## config.mk

```make
export PLATFORM = sky130hd
export DESIGN_NAME = digit_serial_adder
export DESIGN_NICKNAME = d
export VERILOG_FILES = /design/src/rtl/digit_serial_adder.sv
export SDC_FILE = /design/constraint.sdc
export NUM_CORES = 1
export LEC_CHECK = 0
export ABC_CLOCK_PERIOD_IN_PS = 1600
export CORE_MARGIN = 2
export CORE_UTILIZATION = 30
export CTS_BUF_LIST = sky130_fd_sc_hd__clkbuf_8
export CTS_CLUSTER_SIZE = 20
export DETAILED_ROUTE_END_ITERATION = 16
export PLACE_DENSITY = 0.55
export SLEW_MARGIN = 0
export SYNTH_ARGS = -nofsm -noshare
export SYNTH_HDL_FRONTEND = slang
export SYNTH_SLANG_ARGS = --single-unit
```

## constraint.sdc

```tcl
create_clock -name clk -period 1.6 [get_ports clk]
set_input_delay 0.32 -clock clk [delete_from_list [all_inputs] [get_ports clk]]
set_output_delay 0.32 -clock clk [all_outputs]
set_load 0.01 [all_outputs]
```

## src/rtl/digit_serial_adder.sv

```systemverilog
// Digit-serial adder/subtractor: DIGIT bits per clock, LSB digit first.
// Carry is registered between digits; sum/cout/ovf update only on completion.
module digit_serial_adder #(
    parameter int WIDTH = 16,
    parameter int DIGIT = 1
) (
    input  logic             clk,
    input  logic             rst_n,
    input  logic             start,
    input  logic             sub,
    input  logic [WIDTH-1:0] a,
    input  logic [WIDTH-1:0] b,
    input  logic             cin,
    output logic             busy,
    output logic             done,
    output logic [WIDTH-1:0] sum,
    output logic             cout,
    output logic             ovf
);

    localparam int STEPS = WIDTH / DIGIT;
    localparam int CW    = (STEPS > 1) ? $clog2(STEPS) : 1;
    localparam logic [CW-1:0] LAST = CW'(STEPS - 1);

    typedef enum logic {
        IDLE,
        RUN
    } state_t;

    state_t           state_q;
    logic [WIDTH-1:0] a_q;
    logic [WIDTH-1:0] b_q;
    logic [WIDTH-1:0] sh_q;
    logic [WIDTH-1:0] sh_d;
    logic [WIDTH-1:0] sum_q;
    logic [CW-1:0]    cnt_q;
    logic             carry_q;
    logic             carry_d;
    logic             busy_q;
    logic             done_q;
    logic             cout_q;
    logic             ovf_q;
    logic [DIGIT-1:0] dig_sum;
    logic             msb_cin;

    // Operands shift right each step, so the live digit is always the low slice.
    always_comb begin
        {carry_d, dig_sum} = {1'b0, a_q[DIGIT-1:0]}
                           + {1'b0, b_q[DIGIT-1:0]}
                           + (DIGIT + 1)'(carry_q);
        msb_cin = dig_sum[DIGIT-1] ^ a_q[DIGIT-1] ^ b_q[DIGIT-1];
        sh_d    = (sh_q >> DIGIT) | (WIDTH'(dig_sum) << (WIDTH - DIGIT));
    end

    always_ff @(posedge clk or negedge rst_n) begin
        if (!rst_n) begin
            state_q <= IDLE;
            a_q     <= '0;
            b_q     <= '0;
            sh_q    <= '0;
            sum_q   <= '0;
            cnt_q   <= '0;
            carry_q <= 1'b0;
            busy_q  <= 1'b0;
            done_q  <= 1'b0;
            cout_q  <= 1'b0;
            ovf_q   <= 1'b0;
        end else begin
            done_q <= 1'b0;
            unique case (state_q)
                IDLE: begin
                    if (start) begin
                        a_q     <= a;
                        b_q     <= b ^ {WIDTH{sub}};
                        carry_q <= cin ^ sub;
                        cnt_q   <= '0;
                        sh_q    <= '0;
                        busy_q  <= 1'b1;
                        state_q <= RUN;
                    end
                end
                RUN: begin
                    a_q     <= a_q >> DIGIT;
                    b_q     <= b_q >> DIGIT;
                    carry_q <= carry_d;
                    sh_q    <= sh_d;
                    cnt_q   <= cnt_q + 1'b1;
                    if (cnt_q == LAST) begin
                        sum_q   <= sh_d;
                        cout_q  <= carry_d;
                        ovf_q   <= carry_d ^ msb_cin;
                        done_q  <= 1'b1;
                        busy_q  <= 1'b0;
                        state_q <= IDLE;
                    end
                end
            endcase
        end
    end

    assign busy = busy_q;
    assign done = done_q;
    assign sum  = sum_q;
    assign cout = cout_q;
    assign ovf  = ovf_q;

endmodule

```

## Word-level counts from Yosys, hierarchy flattened

Cells that the tools add are included.

| storage, ports and cells | value |
|---|---|
| flip-flop bits (word level) | 74 |
| input port bits | 37 |
| output and inout port bits | 20 |
| logic and storage cells | 44 |

| operators by class | value |
|---|---|
| add/subtract/negate cells | 3 |
| eq/ne operators | 3 |
| multiplexer cells | 18 |
| bitwise logic cells | 7 |
| reductions and logical operators | 2 |

Operator list:

| kind | count |
|---|---|
| 16-bit one-hot mux with 2 select lines | 3 |
| 16-bit two-way mux | 3 |
| 15-bit by 16-bit bitwise OR with 16-bit output | 1 |
| 16-bit bitwise XOR | 1 |
| 4-bit one-hot mux with 2 select lines | 1 |
| 1-bit two-way mux | 7 |
| 1-bit one-hot mux with 2 select lines | 3 |
| 4-bit by 1-bit adder with 4-bit output, second input constant | 1 |
| 4-bit equality test, second input constant | 1 |
| 4-bit two-way mux | 1 |
| 2-bit AND reduction | 2 |
| 1-bit bitwise XOR | 4 |
| 1-bit by 1-bit adder with 2-bit output | 1 |
| 2-bit by 1-bit adder with 2-bit output | 1 |
| 2-bit by 1-bit inequality test with 1-bit output, second input constant | 1 |
| 2-bit inequality test, second input constant | 1 |
| 1-bit inverter | 1 |

## Depth between registers and ports, before layout

Gate-level depths: netlist (run 1).

| depth | value |
|---|---|
| depth in word-level cells | 5 |
| gate-level depth with buffers | 6 |
| depth with buffers taken out | 5 |

## Least setup slack after synthesis (run 1)

Ideal clock, no wire load.

| timing | value |
|---|---|
| path kind | flip-flop to flip-flop |
| from | register a_q[0] |
| to | register ovf_q (netlist: ovf) |
| data arrival time | 1,318 ps |
| required time | 1,473 ps |
| path slack | 154 ps |
| stages on the path, launching flop included | 6 |
| path buffers | 0 |
| clock period less this slack | 1,446 ps |
| path through | dfrtp_1 -> inv_1 -> fa_1 -> xnor2_1 -> xnor2_1 -> o21ai_0 |

| between the ends | value |
|---|---|
| word-level cells in the longest chain between the ends | 5 |

Ends and longest elaborated chain:

| element | RTL line | source |
|---|---|---|
| from (decl) | 31 | `logic [WIDTH-1:0] a_q;` |
| from (signal assigned) | 83 | `a_q <= a_q >> DIGIT;` |
| 1-bit by 1-bit adder with 2-bit output | 49 | `+ {1'b0, b_q[DIGIT-1:0]}` |
| 2-bit by 1-bit adder with 2-bit output | 50 | `+ (DIGIT + 1)'(carry_q);` |
| 1-bit bitwise XOR (2 in series) | 51 | `msb_cin = dig_sum[DIGIT-1] ^ a_q[DIGIT-1] ^ b_q[DIGIT-1];` |
| 1-bit bitwise XOR (*) | 91 | `ovf_q <= carry_d ^ msb_cin;` |
| to (signal assigned) | 91 |  |
| to (decl) | 42 | `logic ovf_q;` |

Every way passes the cells marked *; elsewhere a longest branch is shown, timed or not.
A chain may end at the register's enable or synchronous reset.

## Worst setup path in the final report (run 1)

| timing | value |
|---|---|
| from | register done_q (netlist: done) |
| to | output port done |

RTL lines:

| element | RTL line | source |
|---|---|---|
| from (decl) | 40 | `logic done_q;` |
| from (signal assigned) | 65 | `done_q <= 1'b0;` |
| from (signal assigned) | 69 | `done_q <= 1'b0;` |
| from (signal assigned) | 92 | `done_q <= 1'b1;` |
| to (decl) | 15 | `output logic done,` |

No word-level cell between the ends.

==> summary.md, run 1 <==
| Metric | Value |
|---|---|
| Status | finished, final reports clean |
| Largest net degree at the start of global routing | 46 |
| Clock Sink Count | 73 |
| Period utilisation layout | between 90 and 100% |
| Final setup vio count | 0 |
| CP Cell Sequence | clkdlybuf4s50_1 |
| Clock skew | 0.0118 ns |
| Worst-Skew Late Latency | ~0.35 ns |
| CP Launch Type | flop |
| Seq cells post-synth | 73 |
| Crit path buf inv count | 1 |
| Gate power share | a little under a third |
| Top cell type's share of synthesized area | 55.4% |
| RD Place Congestion | a little under 0.7 |
| Flop pwr share | between 40 and 50% |
| Crit path max-delay family | buffers and inverters |
| CP Data Required Time | 1.28 ns |
| Cell with the most instances after synthesis | nand2_1 |
| Arrival @ worst endpoint | 1.21 ns |
| Net Sw Frac | between 30% and 40% |
| Final Hold Viols | 0 |
| N_diodes | 0 |
| Final setup TNS | 0 ns |
| Syn-to-layout area delta | 30.6% |
| Worst slew pin tran | about 0.47 ns |
| Layout cell share with drive strength beyond 1 | 9.41% |
| Max_cap viols | 0 |
| Syn avg cell area | 10.1 µm² |
| Fillers | approximately 1100 |
| Ranking of synthesized cells by area | dfrtp_1 55%, nand2_1 12%, mux2i_1 9.4% |
| Initial antenna violation count | 0 |
| CTS tree | done |
| Drt pass-1 iters | 4 |
| Relative slew margins | 68.9% |
| Yosys cell types | 25 |
| Synth cell count leaders | 106 x nand2_1, 73 x dfrtp_1, 40 x o21ai_0 |
| Root buf cell | clkbuf_8 |
| Remaining antenna violation count | 0 |
| Post-synth EDFFs | 0 |
| Die area | 11900 µm² |
| Initial Util | between 30% and 40% |
| Most common flop cell mapped by yosys | dfrtp_1 |
| # nets final | 427 |
| Tot GR Track Use | 11.9% |
| Sequential fraction of the synthesis area | a little under three fifths |
| Clk buf depth | 2 |
| Pwr/cell area | around 1600 nW/µm² |
| Lkg Pwr | between 2 and 2.5 nW |
| Via count | between 2000 and 2500 |
| Syn nets | between 300 and 400 |
| DRC Markers | 0 |
| Register area | 1830 µm² |
| RSZ-0062 raised after global routing | false |
| Port buffer count | 56 |
| GRT overflow | 0 |
| NetSw | 2.28 mW |
| CORE AREA | between 10000 and 15000 µm² |
| Routed length per placed instance | between 10 and 15 µm |
| Crit Path Max Fanout | 1 |
| CTS clock-pin slew for the worst setup and hold paths | ~0.09 ns |
| Yosys warns | 0 |
| Crit-path max cell delay | roughly 0.53 ns |
| Int Pwr | approximately 4.7 mW |
| Core Rows | 38 |
| Final Max Slew Viols | 0 |
| Minimum clock period | 1.53 ns |
| Hold WC Path Type | input port to flop |
| CTS Buf Count | 9 |
| Post-Synthesis Cells | around 330 |
| Max Clock Freq | between 600 and 700 MHz |
| Clk network pwr share | about 26% |
| Mapped cell area | approximately 3300 µm² |
| Largest area contributor in the netlist | dfrtp_1 |
| Max rail drop VDD | 0.607 mV |
| Final core occ | 39.9% |
| H-tree level count | 3 |
| Vias in the first global route | 2271 |
| Die span in x | around 110 µm |
| First-pass GRT wire length | between 10000 and 15000 µm |
| Area of the multi-input gates | ~1300 µm² |
| Setup CP Type | flop to primary output |
| Vias per inst | between 4 and 5 |
| Detailed placement HPWL | ~4400 µm |
| Ports | 57 |
| Post-synth ARST share | 100% |
| DIE HEIGHT | about 110 µm |
| Drt first-iter violations | 96 |
| Slowest cell on crit path | clkdlybuf4s50_1 |
| WL final | between 6000 and 7000 µm |
| Crit. End Element | primary output |
[layout by cell type (no fill, tap or decap), drive strengths merged]
cell	instances
nand2	106
dfrtp	73
o21ai	49
clkdlybuf4s50	35
mux2i	31
xor2	16
buf	16
dlymetal6s2s	15
clkbuf	9
inv	8
nor2	7
xnor2	6
dlygate4sd2	4
bufinv	3
a22o	2
nand3	2
nand4	1
a31o	1
a211oi	1
o22ai	1
a211o	1
a21oi	1
fa	1
ha	1
clkinvlp	1
clkinv	1
dlygate4sd3	1
[flip-flops by register name, summed over array words and instances, names as in the netlist, 4 cells and up]
register / count
a_q: 16
b_q: 16
sh_q: 15
cnt_q: 4
sum: 16
[timing repair]
item,4_1_cts,5_1_grt
pin swaps,0,2
endpoints found under the setup margin,4,16
hold buffers,1,0
gates resized for setup,4,15
hold endpoints to repair,31,0
buffers inserted,0,0
[power by group through the flow]
| stage | logic (mW) | clock network [mW] | registers (mW) |
|---|---|---|---|
| 3_5_place_dp | 2.27 | 0 | 3.07 |
| 3_3_place_gp | 2.20 | 0 | 3.08 |
| 6_report | 2.15 | 1.78 | 3.04 |
| 4_1_cts | 2.24 | 1.84 | 3.06 |
| 2_1_floorplan | 1.39 | 0 | 3.03 |
| 5_1_grt | 2.44 | 1.92 | 3.16 |
[cells by family (layout without fill, tap and decap cells)]
group	after synthesis	after routing	share of synthesized area [%]
and+or+nand+nor	116	116	13.5
muxes	31	31	9.40
DFF	73	73	55.4
AOI/OAI and AO/OA	56	56	9.21
xor gates and xnor gates	22	22	5.84
adders and majority gates	2	2	0.986
buffers and inverters	28	93	5.65
[path summary, 6_finish.rpt]
path	slack [ns]	cells after the start	end	from
setup / recovery	0.07	1	done	done$_DFF_PN0_
hold / removal	0.44	3	a_q[15]$_DFFE_PN0P_	start
setup reg to reg	0.10	5	ovf$_DFFE_PN0P_	carry_q$_DFFE_PN0P_
hold reg to reg	0.48	2	b_q[14]$_DFFE_PN0P_	b_q[15]$_DFFE_PN0P_
max in group asynchronous	0.65	3	a_q[11]$_DFFE_PN0P_	rst_n
min in group asynchronous	0.46	2	sum[11]$_DFFE_PN0P_	rst_n
[cell type report]
class | count | share of cell area (%)
sequential | 73 | 42.4
multi-input combinational | 227 | 29.8
timing repair buffer | 71 | 17.4
tap | 140 | 4.06
clock buffer | 9 | 2.87
clock inverter | 7 | 2.87
inverter | 6 | 0.522
[per-layer routing]
layer	GRT usage, %	up-vias	wire (µm)
met5	0	-	0
met3	3.05	10	391
li1	-	1195	-
met1	16.5	1116	3230
met4	5.77	0	129
met2	17.4	58	2850
[through the flow]
stage / area, µm² / power, mW / cells / setup slack [ns] / hold slack (ns)
3_5_place_dp: 4020 / 5.34 / 516 / 0.00839 / 0.312
5_1_grt: 4310 / 7.52 / 533 / 0.00432 / 0.453
6_report: 4310 / 6.97 / 533 / 0.0688 / 0.439
3_3_place_gp: 4020 / 5.28 / 516 / 0.0342 / 0.310
4_1_cts: 4270 / 7.14 / 533 / 0.000334 / 0.430
2_1_floorplan: 3300 / 4.43 / 328 / 0.154 / 0.0244
Note: power is estimated with default switching activity, not from simulation.
==> run 2: changes to the inputs <==
--- a/config.mk
+++ b/config.mk
@@ -6,11 +6,13 @@
 export NUM_CORES = 1
 export LEC_CHECK = 0
 export ABC_CLOCK_PERIOD_IN_PS = 1600
+export CORE_ASPECT_RATIO = 0.9
 export CORE_MARGIN = 2
 export CORE_UTILIZATION = 30
 export CTS_BUF_LIST = sky130_fd_sc_hd__clkbuf_8
 export CTS_CLUSTER_SIZE = 20
 export DETAILED_ROUTE_END_ITERATION = 16
+export GPL_TIMING_DRIVEN = 0
 export PLACE_DENSITY = 0.55
 export SLEW_MARGIN = 0
 export SYNTH_ARGS = -nofsm -noshare
==> summary.md, run 2 (synthesis gave the netlist of run 1 again) <==
| Metric | Value |
|---|---|
| Status | finished, final reports clean (unchanged) |
| Final Max Slew Viols | 0 (unchanged) |
| Final core occ | 39.8% (was 39.9%) |
| Worst-Skew Late Latency | 0.35 ns (about the same) |
| Commonest non-fill, non-tap cell in the layout | nand2_1 (unchanged) |
| Vias in the first global route | 2313 (was 2271) |
| H-tree level count | 3 (unchanged) |
| Fillers | 1085 (was 1060) |
| Slowest cell on crit path | clkdlybuf4s50_1 (unchanged) |
| DIE HEIGHT | 103 µm (was 109 µm) |
| Crit path buf inv count | 1 (unchanged) |
| Die area | 11900 µm² (about the same) |
| First-pass GRT wire length | 11500 µm (was 10900 µm) |
| Crit. End Element | primary output (unchanged) |
| Via count | 2433 (was 2379) |
| Worst slew pin tran | 0.495 ns (was 0.467 ns) |
| WL final | 6960 µm (was 6600 µm) |
| Initial antenna violation count | 0 (unchanged) |
| Max Clock Freq | 642 MHz (was 653 MHz) |
| Port buffer count | 54 (was 56) |
| CORE AREA | 10800 µm² (about the same) |
| Core Rows | 36 (was 38) |
| Slack of the worst reg-to-reg path | 0.06 ns (was 0.10 ns) |
| Clk buf depth | 2 (unchanged) |
| RD Place Congestion | 0.730 (was 0.695) |
| Detailed placement HPWL | 4870 µm (was 4410 µm) |
| Total power | 6.82 mW (was 6.97 mW) |
| Initial Util | 30.6% (about the same) |
| CTS clock-pin slew for the worst setup and hold paths | 0.08 ns (was 0.09 ns) |
| Pwr/cell area | 1590 nW/µm² (was 1620 nW/µm²) |
| CP Data Required Time | 1.28 ns (about the same) |
| Root buf cell | clkbuf_8 (unchanged) |
| GRT overflow | 0 (unchanged) |
| CP Cell Sequence | clkdlybuf4s50_1 (unchanged) |
| Area of the multi-input gates | 1290 µm² (about the same) |
| Syn-to-layout area delta | 29.9% (was 30.6%) |
| DRC Markers | 0 (unchanged) |
| Max_cap viols | 0 (unchanged) |
| Crit Path Max Fanout | 2 (was 1) |
| Final Hold Viols | 0 (unchanged) |
| N_diodes | 0 (unchanged) |
| Crit-path max cell delay | 0.53 ns (about the same) |
| # nets final | 438 (was 427) |
| Vias per inst | 4.53 (was 4.46) |
| Most frequent cells in the layout | 106 x nand2_1, 73 x dfrtp_1, 43 x clkdlybuf4s50_1 (was 106 x nand2_1, 72 x dfrtp_1, 40 x o21ai_0) |
| Setup CP Type | flop to primary output (unchanged) |
| Clock skew | 0.00677 ns (was 0.0118 ns) |
| Clock Sink Count | 73 (unchanged) |
| CTS Buf Count | 9 (unchanged) |
| Relative slew margins | 67.0% (was 68.9%) |
| Remaining antenna violation count | 0 (unchanged) |
| Lkg Pwr | 2.13 nW (was 2.22 nW) |
| Drt first-iter violations | 102 (was 96) |
| Register area | 1830 µm² (about the same) |
| CP Launch Type | flop (unchanged) |
| Ports | 57 (unchanged) |
| Layout cell share with drive strength beyond 1 | 10.6% (was 9.41%) |
| Hold WC Path Type | input port to flop (unchanged) |
| Period utilisation layout | 97.3% (was 95.7%) |
| Arrival @ worst endpoint | 1.24 ns (was 1.21 ns) |
| Crit path max-delay family | buffers and inverters (unchanged) |
| Routed length per placed instance | 13.0 µm (was 12.4 µm) |
| Largest net degree at the start of global routing | 39 (was 46) |
| Max rail drop VDD | 0.460 mV (was 0.607 mV) |
| Drt pass-1 iters | 4 (unchanged) |
| Tot GR Track Use | 12.5% (was 11.9%) |
| Minimum clock period | 1.56 ns (was 1.53 ns) |
| Die span in x | 115 µm (was 109 µm) |
| Final setup vio count | 0 (unchanged) |
| CTS tree | done (unchanged) |
run 2: final timing paths:
| kind | from | to | cells past startpoint |
|---|---|---|---|
| worst min-delay path | start | state_q$_DFF_PN0_ | 3 |
| worst min register to register | sum[7]$_DFFE_PN0P_ | sum[7]$_DFFE_PN0P_ | 2 |
| min in group asynchronous | rst_n | done$_DFF_PN0_ | 2 |
| worst max register to register | b_q[0]$_DFFE_PN0P_ | ovf$_DFFE_PN0P_ | 5 |
| max in group asynchronous | rst_n | a_q[13]$_DFFE_PN0P_ | 3 |
| worst max-delay path | sum[6]$_DFFE_PN0P_ | sum[6] | 1 |
run 2: repair_timing:
item,in CTS,in global routing
setup endpoints to repair,1,11
hold buffers,1,0
buffers inserted,1,3
resized for setup,1,10
pin swaps,0,1
endpoints found under the hold margin,37,0
run 2: worst register-to-register path: stages, from the launching register on:
cell     delay [ns]
dfrtp_1        0.38
inv_1          0.07
fa_2           0.60
xnor2_1        0.14
xnor2_1        0.13
o21ai_0        0.09
run 2: where the power goes:
| part | total (mW) | switching [mW] | internal, mW |
|---|---|---|---|
| Clock | 1.43 | 0.714 | 0.720 |
| Combinational | 2.40 | 1.20 | 1.20 |
| Sequential | 2.99 | 0.427 | 2.56 |
run 2: through the flow:
| stage | area (µm²) | setup slack, ns | setup TNS (ns) | hold WS (ns) | std cells |
|---|---|---|---|---|---|
| final | 4290 | 0.0427 | 0 | 0.337 | 537 |
| after floorplan | 3300 | 0.154 | 0 | 0.0244 | 328 |
| after CTS | 4240 | 0.00820 | 0 | 0.342 | 534 |
| after global placement | 4010 | -2.36 | -172.03 | 0.460 | 515 |
| after detailed placement | 4020 | -0.0161 | -0.0161 | 0.322 | 516 |
| after global routing | 4290 | -0.00996 | -0.00996 | 0.344 | 537 |
run 2: final cells by class:
cell class              instances  area share [%]
inverters                       6           0.526
plain buffers                  22            3.82
flip-flops and latches         73            42.6
clock buffers                   9            2.89
well taps                     133            3.88
clock inverters                 7            1.64
repair buffers                 60            14.5
multi-input cells             227            30.1
run 2: layer usage:
metal  wire length, µm  track usage [%]  share of wire [%]
met1              3400             17.3                 49
met2              3070             18.4                 44
met3               335             3.50                4.8
met4               149             5.35                2.1
met5                 0                0                  0
